--- src/rtl/c16_irq_pkg.sv ---
// Shared definitions for the c16 interrupt controller: register map and FSM states.
package c16_irq_pkg;

    localparam logic [1:0] IRQ_MASK   = 2'd0;
    localparam logic [1:0] IRQ_PEND   = 2'd1;
    localparam logic [1:0] IRQ_RELOAD = 2'd2;
    localparam logic [1:0] IRQ_STATUS = 2'd3;

    typedef enum logic [1:0] {
        IDLE   = 2'd0,
        REQ    = 2'd1,
        ACTIVE = 2'd2
    } irq_state_t;

    function automatic logic [15:0] status_word(input irq_state_t st, input logic [3:0] id);
        return {st, 10'b0, id};
    endfunction

endpackage

--- src/rtl/c16_irq_timer.sv ---
// Interval timer: emits a one-cycle tick every RELOAD cycles; RELOAD of zero disables it.
module c16_irq_timer
    import c16_irq_pkg::*;
#(
    parameter int TIMER_W = 16
) (
    input  logic               clk,
    input  logic               reset,
    input  logic               load,
    input  logic [TIMER_W-1:0] load_val,
    output logic [TIMER_W-1:0] reload,
    output logic               tick
);

    logic [TIMER_W-1:0] counter;

    assign tick = (reload != '0) && (counter == TIMER_W'(1));

    always_ff @(posedge clk or posedge reset) begin
        if (reset) begin
            reload  <= '0;
            counter <= '0;
        end else if (load) begin
            reload  <= load_val;
            counter <= load_val;
        end else if (reload != '0) begin
            counter <= tick ? reload : counter - TIMER_W'(1);
        end
    end

endmodule

--- src/rtl/c16_irq_ctrl.sv ---
// c16 interrupt controller: edge capture, mask, fixed priority and ack/done handshake.
// Optional interval timer on source 0 is built when C16_IRQ_TIMER_EN is defined.
module c16_irq_ctrl
    import c16_irq_pkg::*;
#(
    parameter int NUM_SRC = 4,
    parameter int TIMER_W = 16
) (
    input  logic               clk,
    input  logic               reset,
    input  logic [NUM_SRC-1:0] src_in,
    input  logic               cfg_wen,
    input  logic [1:0]         cfg_addr,
    input  logic [15:0]        cfg_wdata,
    output logic [15:0]        cfg_rdata,
    input  logic               int_ack,
    input  logic               int_done,
    output logic               int_trig,
    output logic [3:0]         int_id
);

    irq_state_t         state;
    irq_state_t         state_next;
    logic [NUM_SRC-1:0] src_q;
    logic [NUM_SRC-1:0] mask;
    logic [NUM_SRC-1:0] pend;
    logic [NUM_SRC-1:0] src_edge;
    logic [NUM_SRC-1:0] masked;
    logic [NUM_SRC-1:0] timer_set;
    logic [NUM_SRC-1:0] set_bits;
    logic [NUM_SRC-1:0] clr_bits;
    logic [NUM_SRC-1:0] ack_clr;
    logic [15:0]        reload_rd;
    logic [3:0]         winner;
    logic [3:0]         id_next;
    logic               trig_next;
    logic               ack_take;
    logic               req;
    logic               mask_wen;
    logic               pend_wen;
    logic               unused_wdata;

    assign unused_wdata = ^cfg_wdata;

    assign mask_wen = cfg_wen && (cfg_addr == IRQ_MASK);
    assign pend_wen = cfg_wen && (cfg_addr == IRQ_PEND);

`ifdef C16_IRQ_TIMER_EN
    logic [TIMER_W-1:0] reload;
    logic               tick;

    c16_irq_timer #(
        .TIMER_W(TIMER_W)
    ) u_timer (
        .clk      (clk),
        .reset    (reset),
        .load     (cfg_wen && (cfg_addr == IRQ_RELOAD)),
        .load_val (cfg_wdata[TIMER_W-1:0]),
        .reload   (reload),
        .tick     (tick)
    );

    assign timer_set = NUM_SRC'(tick);
    assign reload_rd = 16'(reload);
`else
    assign timer_set = '0;
    assign reload_rd = '0;
`endif

    assign src_edge = src_in & ~src_q;
    assign masked   = pend & mask;
    assign req      = |masked;

    always_comb begin
        winner = 4'd0;
        for (int i = NUM_SRC - 1; i >= 0; i--) begin
            if (masked[i]) winner = 4'(i);
        end
    end

    // New events win over a W1C write or an ack clear landing on the same bit.
    assign ack_clr  = ack_take ? (NUM_SRC'(1) << int_id) : '0;
    assign clr_bits = (pend_wen ? cfg_wdata[NUM_SRC-1:0] : '0) | ack_clr;
    assign set_bits = src_edge | timer_set;

    always_ff @(posedge clk or posedge reset) begin
        if (reset) begin
            src_q <= '0;
            mask  <= '0;
            pend  <= '0;
        end else begin
            src_q <= src_in;
            pend  <= (pend & ~clr_bits) | set_bits;
            if (mask_wen) mask <= cfg_wdata[NUM_SRC-1:0];
        end
    end

    always_ff @(posedge clk or posedge reset) begin
        if (reset) begin
            state    <= IDLE;
            int_trig <= 1'b0;
            int_id   <= 4'd0;
        end else begin
            state    <= state_next;
            int_trig <= trig_next;
            int_id   <= id_next;
        end
    end

    always_comb begin
        state_next = state;
        case (state)
            IDLE:    if (req) state_next = REQ;
            REQ: begin
                if (int_ack)  state_next = ACTIVE;
                else if (!req) state_next = IDLE;
            end
            ACTIVE:  if (int_done) state_next = IDLE;
            default: state_next = IDLE;
        endcase
    end

    // While requesting, the id tracks the current winner so a higher source can preempt.
    always_comb begin
        trig_next = int_trig;
        id_next   = int_id;
        ack_take  = 1'b0;
        case (state)
            IDLE: begin
                if (req) begin
                    trig_next = 1'b1;
                    id_next   = winner;
                end
            end
            REQ: begin
                if (int_ack) begin
                    trig_next = 1'b0;
                    ack_take  = 1'b1;
                end else if (!req) begin
                    trig_next = 1'b0;
                end else begin
                    id_next = winner;
                end
            end
            ACTIVE:  trig_next = 1'b0;
            default: trig_next = 1'b0;
        endcase
    end

    always_comb begin
        cfg_rdata = 16'h0000;
        case (cfg_addr)
            IRQ_MASK:   cfg_rdata = 16'(mask);
            IRQ_PEND:   cfg_rdata = 16'(pend);
            IRQ_RELOAD: cfg_rdata = reload_rd;
            IRQ_STATUS: cfg_rdata = status_word(state, int_id);
            default:    cfg_rdata = 16'h0000;
        endcase
    end

endmodule
--- config.mk ---
export PLATFORM = sky130hd
export DESIGN_NAME = c16_irq_ctrl
export DESIGN_NICKNAME = d
export VERILOG_FILES = /design/src/rtl/c16_irq_pkg.sv /design/src/rtl/c16_irq_timer.sv /design/src/rtl/c16_irq_ctrl.sv
export SDC_FILE = /design/constraint.sdc
export NUM_CORES = 1
export LEC_CHECK = 0
export ABC_AREA = 1
export BUFFER_PORTS_ARGS = -buffer_cell sky130_fd_sc_hd__buf_2
export CAP_MARGIN = 15
export CORE_UTILIZATION = 39
export DETAILED_ROUTE_END_ITERATION = 8
export PLACE_DENSITY = 0.8
export SYNTH_ARGS = -nofsm -noshare
export SYNTH_HDL_FRONTEND = slang
export SYNTH_HIERARCHICAL = 1
export SYNTH_SLANG_ARGS = --single-unit
--- constraint.sdc ---
create_clock -name clk -period 0.95 [get_ports clk]
set_input_delay 0.0475 -clock clk [delete_from_list [all_inputs] [get_ports clk]]
set_output_delay 0.0475 -clock clk [all_outputs]
set_load 0.01 [all_outputs]
== Word-level counts from Yosys, hierarchy flattened ==
Cells that the tools add are included.

* Eq/ne operators: 9
* Shift-type cells: 1
* Multiplexer cells: 21
* Bitwise logic cells: 7
* Reduce and logical (&&, ||, !) cells: 9

{| class="wikitable"
|+ Operator list
! cell !! count
|-
| $pmux W16 S4 || 1
|-
| $mux W4 || 6
|-
| $and A4 B4 Y4 || 3
|-
| $mux W2 || 6
|-
| $not A4 Y4 || 2
|-
| $or A4 B4 Y4 || 2
|-
| $pmux W4 S2 || 1
|-
| $eq A2 B2 Y1 const B || 3
|-
| $ne A2 B2 Y1 const B || 3
|-
| $pmux W2 S3 || 1
|-
| $mux W1 || 5
|-
| $eq A2 B1 Y1 const B || 2
|-
| $logic_not A2 Y1 || 2
|-
| $reduce_and A2 Y1 || 2
|-
| $reduce_or A4 Y1 || 1
|-
| $shl A1 B4 Y4 const A || 1
|-
| $ne A3 B3 Y1 const B || 1
|-
| $reduce_and A3 Y1 || 1
|-
| $logic_and A1 B1 Y1 || 2
|-
| $pmux W1 S2 || 1
|-
| $reduce_bool A2 Y1 || 1
|}

* Register bits after elaboration: 19
* Logic and storage cells: 53

== Depth between registers and ports, before layout ==
* Depth in word-level cells: 8
* Depth in mapped cells: 7
* Depth with buffers taken out: 7

== Least setup slack after synthesis ==
No wires, ideal clock.

* Path type: reg2reg
* From: register state[1]
* To: register int_id[1]
* Library setup time: 0.121 ns
* Arrival time: 0.815 ns
* Data required time: 0.829 ns
* Slack: 0.015 ns
* Cell stages (with the launch flop): 7
* Buffers on the path: 0
* Period minus slack after synthesis: 0.935 ns
* Cells stage by stage: dfrtp_1 nor2_1 nand2_1 nand2_1 nand2_4 nand2_1 o21ai_1

* Longest elaborated chain between the ends: 3

{| class="wikitable"
|+ RTL lines
! element !! RTL line !! RTL
|-
| start: declaration || c16_irq_ctrl.sv:22 || <nowiki>irq_state_t state;</nowiki>
|-
| start signal: assignment || c16_irq_ctrl.sv:104 || <nowiki>state <= state_next;</nowiki>
|-
| $eq A2 B1 Y1 / $logic_not A2 Y1 (equally long branches) || c16_irq_ctrl.sv:128 || <nowiki>case (state)</nowiki>
|-
| $ne A2 B2 Y1 (no line) / $reduce_bool A2 Y1 (equally long branches) || n/a ||
|-
| $reduce_and A2 Y1 (no line) || n/a ||
|-
| end signal: assignment || c16_irq_ctrl.sv:106 || <nowiki>int_id <= id_next;</nowiki>
|-
| end: declaration || c16_irq_ctrl.sv:19 || <nowiki>output logic [3:0] int_id</nowiki>
|}

Parallel ways exist; a longest one is shown, timed or not.
A chain may end at the register's enable or synchronous reset.

== Worst setup path after layout ==
* From: register pend[0]
* To: output cfg_rdata[0]

* Longest elaborated chain between the ends: 1

{| class="wikitable"
|+ RTL lines
! element !! RTL line !! RTL
|-
| start: declaration || c16_irq_ctrl.sv:26 || <nowiki>logic [NUM_SRC-1:0] pend;</nowiki>
|-
| start signal: assignment || c16_irq_ctrl.sv:93 || <nowiki>pend <= (pend & ~clr_bits) | set_bits;</nowiki>
|-
| $pmux W16 S4 || c16_irq_ctrl.sv:152 || <nowiki>case (cfg_addr)</nowiki>
|-
| end: declaration || c16_irq_ctrl.sv:15 || <nowiki>output logic [15:0] cfg_rdata,</nowiki>
|}

No other way between the ends. The select of a mux whose other input is x is not followed.

==> flow_summary.yaml <==
critical_path:
  crit_chain: "buf_6 > nand2_2 > o211ai_1 > buf_2"
  critPathKind: "reg -> out"
  worst_setup_path_start_kind: "register"
  cp_max_fo: 2
  critPathBufInv: 2
  slowest_delay_ns: 0.44
  cp.arrival_ns: 1.20
  crit_required_ns: 0.90
  cp_slowest_cell: "dfrtp_1"
  cp_top_family: "flip-flops"
  endpoint_kind: "output pin"
routing:
  drc_errors: 0
  drt_wl_total_microns: 3250
  ant_nets: 0
  via_per_inst: 5.03
  drtIter0Drc: 45
  dr.pass1.iters: 4
  wire_per_inst_microns: 15.6
  num_vias: 1052
global_routing:
  track_usage_pct: 22.5
  antenna_found_initial: 0
  grt-ovfl-total: 0
  grt_pass1_wl_microns: 4220
  grt_max_degree: 18
  grt_pass1_vias: 994
logic_synthesis:
  yosys_warnings: 6
  syn_avg_cell_area_sq_um: 7.77
  synth-seq-cells: 17
  synth_area_sq_um: 925
  synth_top_cell_area_share_pct: 46.0
  netlist-cell-type-count: 17
  yosys.area.top_type: "dfrtp_1"
  synthCells: 119
  ys_top_cells_by_area: "dfrtp_1 46%, nand2_1 15%, buf_4 9.7%"
  ys_seq_area_share_pct: 46.0
clocking:
  clockRootBuffer: "clkbuf_4"
  cts_tree: "built"
  clockBufferDepth: 2
  cts.htree.levels: 1
  cts.sinks: 17
  clk_pin_slew_ns: 0.10
  numCtsBuffers: 3
  clock_latency_ns: 0.32
floorplanning:
  die_w_microns: 50.7
  die-area_sq_um: 2570
  dieHeight_microns: 50.7
  pin_count: 48
  core-area_sq_um: 2230
  row_count: 17
  start_util_pct: 41.4
pwr:
  finalPower_mw: 3.75
  worst_ir_drop_vdd_mv: 1.83
  power_leakage_nw: 0.826
  power_density_nw_per_um2: 2480
outcome:
  violations: "negative hold slack, negative setup slack"
  status: "finished, violations left"
final_layout:
  diodes: 0
  fin_nets: 209
  drive_above_1_share_pct: 54.1
  mostFrequentLayoutCells: "23 x nand2_1, 21 x buf_2, 21 x buf_4"
  layout_commonest_cell: "nand2_1"
  final_core_utilization_pct: 67.7
  instances_no_fill: 209
  syn_to_final_growth_pct: 63.5
timing:
  whs_ns: -0.00431
  fin_crit_sh_pct: 132
  slew_violations: 0
  max_freq_mhz: 800
  fin_crit_ns: 1.25
  finalHoldViolations: 1
  setup_ws_ns: -0.300
  setup_viol: 17
  rsz0062_at_grt: "yes"
  worst_clock_skew_ns: 0.00967
place:
  dpl.hpwl_microns: 1550
  io_buffer_count: 23
  place_inst: 179
  dp_slack_ns: -0.0593
  globalplace.congestion: 0.853
job:
  drv_cap: 0
worst_hold_path:
  min_path_type: "in -> reg"
[worst register-to-register path: cells and delay by family, from the launching register on]
family / cells / cell delay (ns)
buffers and inverters: 3 / 0.32
and+or+nand+nor: 5 / 0.37
DFF: 1 / 0.40
AOI/OAI and AO/OA: 1 / 0.06
[stage by stage]
step                area, sq um  setup TNS [ns]
floorplan                   966               0
global placement           1100          -0.115
detailed placement         1100          -0.321
CTS                        1380           -1.49
global route               1510           -3.72
finish                     1510           -3.17
[report_power, final]
part / switching (mW) / internal (mW) / leakage (nW)
logic: 1.12 / 1.07 / 0.612
registers: 0.204 / 0.921 / 0.196
clock network: 0.273 / 0.158 / 0.0177
total: 1.60 / 2.14 / 0.826
[per-layer routing]
| layer | part of all wire (%) | vias up | global-route usage [%] |
|---|---|---|---|
| met5 | 0 | - | 0 |
| met4 | 5.2 | 0 | 13.4 |
| met3 | 6.3 | 18 | 2.73 |
| met2 | 51 | 69 | 41.6 |
| met1 | 37 | 494 | 24.1 |
| li1 | - | 471 | - |
[sequential cells by signal (all words and copies together), names as in the netlist]
name      count
int_id        2
int_trig      1
mask          4
pend          4
src_q         4
state         2
[area by class of cell]
| type | instances | area (sq um) |
|---|---|---|
| sequential | 17 | 427 |
| fill | 160 | 722 |
| clock buffer | 3 | 22.5 |
| tap | 28 | 35.0 |
| timing repair buffer | 59 | 447 |
| multi-input combinational | 85 | 515 |
| clock inverter | 1 | 5.00 |
| inverter | 16 | 60.1 |
[synth_stat cells (all sizes together)]
cell	instances
dfrtp	17
conb	1
a22o	1
nor2	8
buf	12
a21oi	1
nand3	14
o22ai	1
o21ai	6
nand2	40
inv	16
o211ai	2
[cell families after synthesis]
logic type	after synthesis	share of synthesized area (%)
buf+inv	28	16.2
compound gates	11	7.04
other cells	1	0.406
simple gates	62	30.3
flops	17	46.0
[path summary, 6_finish.rpt]
path,to,slack [ns],from,cells past startpoint
setup / recovery,cfg_rdata[0],-0.30,pend[0],4
hold / removal,mask[3],-0.004,cfg_wdata[3],3
setup reg to reg,int_id[1],-0.23,mask[0],9
hold reg to reg,pend[1],0.43,src_q[1],1
max in group asynchronous,state[1],0.49,reset,4
min in group asynchronous,src_q[1],0.26,reset,4
[timing repair]
| item | in CTS | in global routing |
|---|---|---|
| hold endpoints to repair | 23 | 0 |
| setup endpoints to repair | 14 | 17 |
| pin swaps | 11 | 12 |
| gates resized for setup | 33 | 18 |
| setup buffers | 10 | 11 |
| hold buffers | 6 | 0 |
No activity file was read; power rests on OpenSTA's default activity.
